File: config.mk
export PLATFORM = sky130hd
export DESIGN_NAME = act_mem_sequencer_flat
export DESIGN_NICKNAME = d
export VERILOG_FILES = /design/src/rtl/act_mem_pkg.sv /design/src/rtl/act_mem_sequencer_if.sv /design/src/rtl/act_mem_sequencer_valid_pipe.sv /design/src/rtl/act_mem_sequencer.sv /design/src/flat_wrapper.sv
export SDC_FILE = /design/constraint.sdc
export NUM_CORES = 1
export LEC_CHECK = 0
export BUFFER_PORTS_ARGS = -buffer_cell sky130_fd_sc_hd__buf_4
export CAP_MARGIN = 20
export CORE_ASPECT_RATIO = 2
export CORE_MARGIN = 5
export CORE_UTILIZATION = 50
export DETAILED_ROUTE_END_ITERATION = 12
export GPL_TIMING_DRIVEN = 0
export PLACE_DENSITY = 0.71
export SKIP_LAST_GASP = 1
export SYNTH_ARGS = -nofsm -noshare
export SYNTH_HDL_FRONTEND = slang
export SYNTH_SLANG_ARGS = --single-unit
File: constraint.sdc
create_clock -name clk -period 2.65 [get_ports clk]
set_input_delay 0.53 -clock clk [delete_from_list [all_inputs] [get_ports clk]]
set_output_delay 0.53 -clock clk [all_outputs]
set_load 0.02 [all_outputs]
File: src/rtl/act_mem_pkg.sv
// act_mem_sequencer shared types: widths, FSM states,
// read-flag bundle and the beats-per-word helper.
package act_mem_pkg;

  localparam int PMAX        = 8;
  localparam int PMIN        = 2;
  localparam int NUM_BANKS   = PMAX / PMIN;
  localparam int ADDR_WIDTH  = $clog2(NUM_BANKS);
  localparam int PMODE_WIDTH = $clog2(NUM_BANKS);
  localparam int COUNT_WIDTH = 16;

  typedef logic [ADDR_WIDTH-1:0]  addr_t;
  typedef logic [ADDR_WIDTH:0]    beats_t;
  typedef logic [PMODE_WIDTH-1:0] pmode_t;
  typedef logic [COUNT_WIDTH-1:0] count_t;

  typedef enum logic [1:0] {
    ST_IDLE,
    ST_ISSUE,
    ST_DRAIN
  } state_t;

  typedef struct packed {
    logic valid;
    logic last_beat;
    logic last_word;
  } rd_flags_t;

  // Modes beyond the bank count clip to a full sweep.
  function automatic beats_t beats_per_word(input pmode_t pmode);
    if (int'(pmode) >= ADDR_WIDTH)
      return beats_t'(1) << ADDR_WIDTH;
    return beats_t'(1) << pmode;
  endfunction

endpackage

File: src/rtl/act_mem_sequencer_if.sv
// Command / wrapper / read-flag bundle of act_mem_sequencer.
// master: layer controller side; slave: the sequencer.
interface act_mem_sequencer_if;
  import act_mem_pkg::*;

  logic   cmd_valid;
  logic   cmd_ready;
  pmode_t cmd_pmode;
  count_t cmd_num_words;
  logic   stall;
  pmode_t mem_precision_mode;
  addr_t  mem_addr;
  logic   rd_valid;
  logic   rd_last_beat;
  logic   rd_last_word;
  logic   busy;
  logic   done;

  modport master (
    output cmd_valid, cmd_pmode,
    output cmd_num_words, stall,
    input  cmd_ready, mem_precision_mode,
    input  mem_addr, rd_valid,
    input  rd_last_beat, rd_last_word,
    input  busy, done
  );

  modport slave (
    input  cmd_valid, cmd_pmode,
    input  cmd_num_words, stall,
    output cmd_ready, mem_precision_mode,
    output mem_addr, rd_valid,
    output rd_last_beat, rd_last_word,
    output busy, done
  );

endinterface

File: src/rtl/act_mem_sequencer_valid_pipe.sv
// act_mem_valid_pipe: DEPTH-stage delay of the read flags.
// Ports: clk, rst_n (async low clear), i_flags, o_flags, o_empty.
module act_mem_valid_pipe
  import act_mem_pkg::*;
#(
  parameter int DEPTH = 1
) (
  input  logic      clk,
  input  logic      rst_n,
  input  rd_flags_t i_flags,
  output rd_flags_t o_flags,
  output logic      o_empty
);

  rd_flags_t r_stage [DEPTH];
  logic      w_inflight;

  always_ff @(posedge clk or negedge rst_n) begin
    if (!rst_n) begin
      for (int i = 0; i < DEPTH; i++)
        r_stage[i] <= '0;
    end else begin
      r_stage[0] <= i_flags;
      for (int i = 1; i < DEPTH; i++)
        r_stage[i] <= r_stage[i-1];
    end
  end

  // Empty means nothing is left behind the output
  // stage once this edge shifts: the beat now at the
  // output is the final one.
  always_comb begin
    w_inflight = i_flags.valid;
    for (int i = 0; i < DEPTH - 1; i++)
      w_inflight = w_inflight | r_stage[i].valid;
  end

  assign o_flags = r_stage[DEPTH-1];
  assign o_empty = !w_inflight;

endmodule

File: src/rtl/act_mem_sequencer.sv
// act_mem_sequencer: command-driven bank-sweep read sequencer.
// Ports: clk, reset (async low), bus (slave: cmd, mem, rd, status).
module act_mem_sequencer
  import act_mem_pkg::*;
#(
  parameter int MEM_LATENCY = 1
) (
  input logic              clk,
  input logic              reset,
  act_mem_sequencer_if.slave bus
);

  state_t    r_state;
  pmode_t    r_pmode;
  count_t    r_num_words;
  count_t    r_word;
  addr_t     r_beat;
  addr_t     r_mem_addr;
  logic      r_cmd_ready;
  logic      r_busy;
  logic      r_done;

  beats_t    w_bpw;
  logic      w_issue;
  logic      w_last_beat;
  logic      w_last_word;
  logic      w_empty;
  rd_flags_t w_flags_in;
  rd_flags_t w_flags_out;

  assign w_bpw       = beats_per_word(r_pmode);
  assign w_last_beat = beats_t'(r_beat) == w_bpw - beats_t'(1);
  assign w_last_word = r_word == r_num_words - count_t'(1);
  assign w_issue     = (r_state == ST_ISSUE) && !bus.stall;

  assign w_flags_in = {w_issue,
                       w_issue & w_last_beat,
                       w_issue & w_last_word};

  always_ff @(posedge clk or negedge reset) begin
    if (!reset) begin
      r_state     <= ST_IDLE;
      r_pmode     <= '0;
      r_num_words <= '0;
      r_word      <= '0;
      r_beat      <= '0;
      r_mem_addr  <= '0;
      r_cmd_ready <= 1'b1;
      r_busy      <= 1'b0;
      r_done      <= 1'b0;
    end else begin
      r_done <= 1'b0;
      unique case (r_state)
        ST_IDLE: begin
          if (bus.cmd_valid) begin
            r_pmode     <= bus.cmd_pmode;
            r_num_words <= bus.cmd_num_words;
            r_word      <= '0;
            r_beat      <= '0;
            r_mem_addr  <= '0;
            if (bus.cmd_num_words == '0) begin
              r_done <= 1'b1;
            end else begin
              r_state     <= ST_ISSUE;
              r_cmd_ready <= 1'b0;
              r_busy      <= 1'b1;
            end
          end
        end
        ST_ISSUE: begin
          if (w_issue) begin
            r_mem_addr <= r_beat;
            if (w_last_beat) begin
              r_beat <= '0;
              r_word <= r_word + count_t'(1);
              if (w_last_word)
                r_state <= ST_DRAIN;
            end else begin
              r_beat <= r_beat + addr_t'(1);
            end
          end
        end
        ST_DRAIN: begin
          if (w_empty) begin
            r_state     <= ST_IDLE;
            r_cmd_ready <= 1'b1;
            r_busy      <= 1'b0;
            r_done      <= 1'b1;
          end
        end
        default: r_state <= ST_IDLE;
      endcase
    end
  end

  act_mem_valid_pipe #(
    .DEPTH (MEM_LATENCY)
  ) u_pipe (
    .clk     (clk),
    .rst_n   (reset),
    .i_flags (w_flags_in),
    .o_flags (w_flags_out),
    .o_empty (w_empty)
  );

  // The live beat counter drives the bank address while
  // issuing; a stalled cycle keeps the last issued one.
  assign bus.mem_addr = w_issue ? r_beat : r_mem_addr;

  assign bus.cmd_ready          = r_cmd_ready;
  assign bus.mem_precision_mode = r_pmode;
  assign bus.rd_valid           = w_flags_out.valid;
  assign bus.rd_last_beat       = w_flags_out.last_beat;
  assign bus.rd_last_word       = w_flags_out.last_word;
  assign bus.busy               = r_busy;
  assign bus.done               = r_done;

endmodule

File: src/flat_wrapper.sv
// flat-port wrapper written by rule: the top's interface ports become plain ports
module act_mem_sequencer_flat import act_mem_pkg::*;
#(
  parameter int MEM_LATENCY = 1
)
  (clk, reset, bus_cmd_valid, bus_cmd_pmode, bus_cmd_num_words, bus_stall, bus_cmd_ready, bus_mem_precision_mode, bus_mem_addr, bus_rd_valid, bus_rd_last_beat, bus_rd_last_word, bus_busy, bus_done);
  act_mem_sequencer_if bus_i ();
  input logic clk;
  input logic reset;
  input wire logic [$bits(bus_i.cmd_valid)-1:0] bus_cmd_valid;
  input wire logic [$bits(bus_i.cmd_pmode)-1:0] bus_cmd_pmode;
  input wire logic [$bits(bus_i.cmd_num_words)-1:0] bus_cmd_num_words;
  input wire logic [$bits(bus_i.stall)-1:0] bus_stall;
  output wire logic [$bits(bus_i.cmd_ready)-1:0] bus_cmd_ready;
  output wire logic [$bits(bus_i.mem_precision_mode)-1:0] bus_mem_precision_mode;
  output wire logic [$bits(bus_i.mem_addr)-1:0] bus_mem_addr;
  output wire logic [$bits(bus_i.rd_valid)-1:0] bus_rd_valid;
  output wire logic [$bits(bus_i.rd_last_beat)-1:0] bus_rd_last_beat;
  output wire logic [$bits(bus_i.rd_last_word)-1:0] bus_rd_last_word;
  output wire logic [$bits(bus_i.busy)-1:0] bus_busy;
  output wire logic [$bits(bus_i.done)-1:0] bus_done;
  assign bus_i.cmd_valid = bus_cmd_valid;
  assign bus_i.cmd_pmode = bus_cmd_pmode;
  assign bus_i.cmd_num_words = bus_cmd_num_words;
  assign bus_i.stall = bus_stall;
  assign bus_cmd_ready = bus_i.cmd_ready;
  assign bus_mem_precision_mode = bus_i.mem_precision_mode;
  assign bus_mem_addr = bus_i.mem_addr;
  assign bus_rd_valid = bus_i.rd_valid;
  assign bus_rd_last_beat = bus_i.rd_last_beat;
  assign bus_rd_last_word = bus_i.rd_last_word;
  assign bus_busy = bus_i.busy;
  assign bus_done = bus_i.done;
  act_mem_sequencer #(.MEM_LATENCY(MEM_LATENCY)) u_core (.clk(clk), .reset(reset), .bus(bus_i));
endmodule
Word-level counts from Yosys, hierarchy flattened. Index checks and enable logic that the tools add are counted.

Add/sub/neg operators: 4. Reductions and logical operators: 12. Multiplexer cells: 32. Magnitude comparators: 1. Shift-type cells: 1. Eq/ne operators: 10. Bitwise logic cells: 2.

Operator list (count): 16-bit two-way mux (3); 16-bit case mux with 2 select lines (1); 2-bit two-way mux (10); 16-bit by 1-bit adder with 16-bit output, second input constant (1); 16-bit equality test (1); 16-bit zero test (1); 16-bit by 1-bit subtractor with 16-bit output, second input constant (1); 1-bit two-way mux (10); 2-bit case mux with 2 select lines (2); 4-bit AND reduction (2); 3-bit two-way mux (2); 2-bit by 1-bit != test with 1-bit output, second input constant (3); 2-bit != test, second input constant (3); 1-bit case mux with 2 select lines (3); 2-bit case mux with 3 select lines (1); 6-bit AND reduction (1); 2-bit AND reduction (2); 2-bit nonzero test (2); 2-bit by 3-bit equality test with 1-bit output (1); 3-bit AND reduction (1); 1-bit by 2-bit << shifter with 3-bit output, first input constant (1); 3-bit by 1-bit subtractor with 3-bit output, second input constant (1); 2-bit by 1-bit adder with 2-bit output, second input constant (1); 1-bit AND (2); 6 further kinds (6).

Register bits after elaboration: 46. Logic and storage cells: 74.

Longest topological paths before layout.
Depth in word-level cells: 8. Depth in mapped cells: 8.

Cells and area by module. Synthesis repeated with hierarchy kept, for this count alone.

Cells, all modules: 302. Area total of the unflattened synthesis: 2711.4 um^2.

By module, submodules not included: act_mem_sequencer (area each 2632.5 um^2, seq. area each 1077.3 um^2, instances 1, cells each 298); act_mem_valid_pipe (area each 78.8 um^2, seq. area each 75.1 um^2, instances 1, cells each 4).

Worst setup path before layout. Ideal clock, no wire load.

Path kind: register to register. From: register u_core.r_num_words[0]. To: register u_core.r_state[0]. Data arrival time: 2058 ps. Setup slack: 513 ps. Cell stages (with the launch flop): 9. Setup time: 79 ps. Cell sequence: dfrtp_1 > inv_1 > ha_1 > nor3b_1 > a31oi_1 > a31o_2 > a311o_1 > nand3_1 > a2bb2oi_1.

Cells in the longest elaborated chain, start to end: 4.

Ends and longest elaborated chain: start: declaration (line act_mem_sequencer.sv:15) `count_t r_num_words;`; start signal: assignment (line act_mem_sequencer.sv:57) `r_num_words <= bus.cmd_num_words;`; 16-bit by 1-bit subtractor with 16-bit output (line act_mem_sequencer.sv:33) `assign w_last_word = r_word == r_num_words - count_t'(1);`; 16-bit equality test (line act_mem_sequencer.sv:33); 2-bit by 1-bit != test with 1-bit output (no source line); 6-bit AND reduction (no source line); end signal: assignment (line act_mem_sequencer.sv:42) `r_state <= ST_IDLE;`; end signal: assignment (line act_mem_sequencer.sv:64) `r_state <= ST_ISSUE;`; end signal: assignment (line act_mem_sequencer.sv:77) `r_state <= ST_DRAIN;`; end: declaration (line act_mem_sequencer.sv:13) `state_t r_state;`.

Every way passes these cells. A chain may end at the register's enable or synchronous reset.

Worst setup path in the final report.
From: register u_core.r_num_words[4]. To: register u_core.r_state[0].

Same word-level chain as after synthesis.

==> summary.md <==
| Metric | Value |
|---|---|
| Hold Fails Final Rpt | 0 |
| Syn_nets | 281 |
| Max Root-Sink Buffers | 2 |
| Met3 WL post-DR | 201 um |
| Routability congestion estimate | 0.911 |
| Crit Path Class | flop to flop |
| Rows | 37 |
| Gr usage total | 19.0% |
| Total CTS buffers | 5 |
| Slowest cell on the critical path | or4_4 |
| Final Critical Period | 2400 ps |
| Max cap viols | 0 |
| Boundary pin count | 32 |
| CP Capture Type | flop |
| Synthesized instance count | 257 |
| CP Cell Sequence | nor3_2 -> nand2_1 -> or4_4 -> a2111oi_4 -> nand3_1 -> a2bb2oi_1 |
| Maximum fanout along the worst path | 8 |
| Die Footprint | 0.00677 sq mm |
| Lkg Pwr | 1.35 nW |
| Count leader, synth | dfrtp_1 |
| Syn_area_per_cell | 10.0 sq um |
| Worst slew pin tran | 587 ps |
| First-pass GRT wire length | 9.91 mm |
| Number of remaining DRC errors | 0 |
| Number of synthesized flops with an enable pin | 0 |
| Final instance area | 0.00296 sq mm |
| Die Span X | 60.8 um |
| Synth area leaders | dfrtp_1 (44%), xnor2_1 (8.2%), mux2_2 (7.0%) |
| Max frequency | 417 MHz |
| Total number of vias | 2063 |
| Synth Warn # | 0 |
| Synth async-reset ratio | 100% |
| Critical Path RT | 2830 ps |
| Area fraction of the dominant cell type after synthesis | 43.7% |
| Hpwl dp | 4.44 mm |
| CTS tree | built |
| Most frequent cells after synthesis | dfrtp_1 (45), xnor2_1 (24), nand2_1 (23), nor2_1 (22), mux2_2 (16) |
| Pwr dens | 485 mW/mm^2 |
| Placed Area | 0.00288 sq mm |
| P&R area growth vs syn | 15.0% |
| Worst skew pair latency | 300 ps |
| Count of cell types in the netlist | 50 |
| CP Launch Type | flop |
| Drt first pass iters | 4 |
| Total wire length | 5.84 mm |
| Worst EP arrival | 2580 ps |
| Vias per cell | 5.84 |
| Share of cells above drive strength 1 | 24.1% |
| Grt ovf | 0 |
| Final setup viols | 0 |
| Metal-1 WL | 2.18 mm |
| Tightest Hold Check Type | input pin to async pin |
| Post-Syn Area | 0.00258 sq mm |
| Root Driver | clkbuf_8 |
| Slew HR | 60.8% |
| Area leader, netlist | dfrtp_1 |
| Die Y | 112 um |
| Dominant synthesized flop cell | dfrtp_1 |
| Met2 Routed Length | 3.29 mm |
| Detailed Route Iter0 Violations | 63 |
| DRT antenna net count | 0 |
| Status | complete, no violations |
| Layout net count | 319 |
| Total core area | 0.00509 sq mm |
| Fin crit share | 90.5% |
| Detailed-route wire length per cell | 16.6 um |
| Reg clk slew, reported paths | 80 ps |
| Final Util | 58.2% |
| CP max stage delay | 520 ps |
| Worst clock skew | 5.70 ps |
| DR top layer | met4 |
| Initial antenna violation count | 0 |
| Register area share after synthesis | 44.7% |
| RSZ-0062 raised after global routing | false |
| Setup TNS | 0 ps |
| Vias in the first global route | 2095 |
| CTS sink count | 46 |
| Htree depth | 2 |
| CTS Hold Buffers Added | 0 |
| Yosys reg bits | 46 |
| VDD IR max | 0.000360 V |
| Largest net degree at the start of global routing | 47 |
| Count of input and output buffers | 31 |
| Initial Utilization | 50.6% |
| ANT cells | 0 |
| Max-slew violations | 0 |
-- critical path, delay by kind of cell (launching register included) --
kind / cells / cell delay, ps
AOI/OAI and AO/OA: 2 / 560
DFF: 1 / 460
and+or+nand+nor: 4 / 1270
-- through the flow --
stage,instances,total power (W),worst slack [ps],hold slack (ps)
floorplan,257,0.000956,513,234
finish,353,0.00144,252,221
detailed placement,346,0.00105,174,467
global route,353,0.00151,112,280
global placement,346,0.00104,130,462
CTS,353,0.00145,147,249
-- worst paths after layout --
path                                                           endpoint  slack (ps)  cells after the start                               from
max                                       u_core.r_state[0]$_DFFE_PN0P_         250                      6  u_core.r_num_words[4]$_DFFE_PN0P_
min                        u_core.bus.mem_precision_mode[0]$_DFFE_PN0P_         220                      1                              reset
max reg2reg                               u_core.r_state[0]$_DFFE_PN0P_         250                      6  u_core.r_num_words[4]$_DFFE_PN0P_
min reg2reg                                 u_core.bus.busy$_DFFE_PN0P_         480                      2        u_core.bus.busy$_DFFE_PN0P_
max in group asynchronous             u_core.r_num_words[3]$_DFFE_PN0P_        2020                      1                              reset
min in group clk                      u_core.r_num_words[1]$_DFFE_PN0P_         450                      3               bus_cmd_num_words[1]
-- sequential cells by signal (all words and copies together) (netlist names) --
register,cells
u_core.r_state,2
u_core.r_mem_addr,2
u_core.bus.done,1
u_core.bus.cmd_ready,1
u_core.r_num_words,16
u_core.r_word,16
u_core.bus.mem_precision_mode,2
u_core.bus.busy,1
u_core.r_beat,2
u_core.u_pipe.o_flags,3
-- logic make-up (layout without fill, tap and decap cells) --
family | count (synthesis) | count (layout) | share of synthesized area (%)
mux | 16 | 16 | 6.99
simple gates | 107 | 107 | 22.6
flops | 46 | 46 | 44.7
xor+xnor | 36 | 36 | 12.2
buf+inv | 20 | 58 | 3.25
compound gates | 30 | 30 | 9.23
fa+ha+maj | 2 | 2 | 0.971
-- cell usage in the layout, fill, tap and decap left out, drive strengths merged, types with 2 or more instances in the layout --
cell and n:
nand3 8, or4 2, nor4b 3, xor2 12, nand2 24, nor3 10
nor2 22, ha 2, nand2b 3, or2 2, o31ai 3, a31o 3
dfrtp 45, nor4 15, inv 9, nor2b 3, o21ai 8, mux2 16
nand4 8, clkbuf 15, xnor2 24, buf 34, and2 4, a21oi 3
-- power breakdown --
part	internal [W]	total, W	leakage (nW)	switching, W
Combinational	0.000115	0.000255	0.709	0.000140
Clock	0.000182	0.000406	0.0383	0.000224
Sequential	0.000739	0.000777	0.599	0.0000385
Total	0.00104	0.00144	1.35	0.000403
-- routing by layer --
metal | GRT usage, % | vias to the layer above
li1 | - | 987
met1 | 21.5 | 1008
met2 | 33.9 | 52
met3 | 2.32 | 16
met4 | 7.96 | 0
met5 | 0 | -
-- area by class of cell --
type	count	area [sq um]
plain buffers	11	50.0
fillers	467	2130
multi-input cells	191	1350
repair buffers	31	233
well taps	58	72.6
inverters	9	33.8
flip-flops and latches	46	1150
clock buffers	7	76.3
-- timing repair --
action                                  4_1_cts  5_1_grt
setup buffers                                 0        0
endpoints found under the setup margin        0        3
gates resized for setup                       0        1
hold endpoints to repair                      0        0
Power figures use the tool's default switching activity.
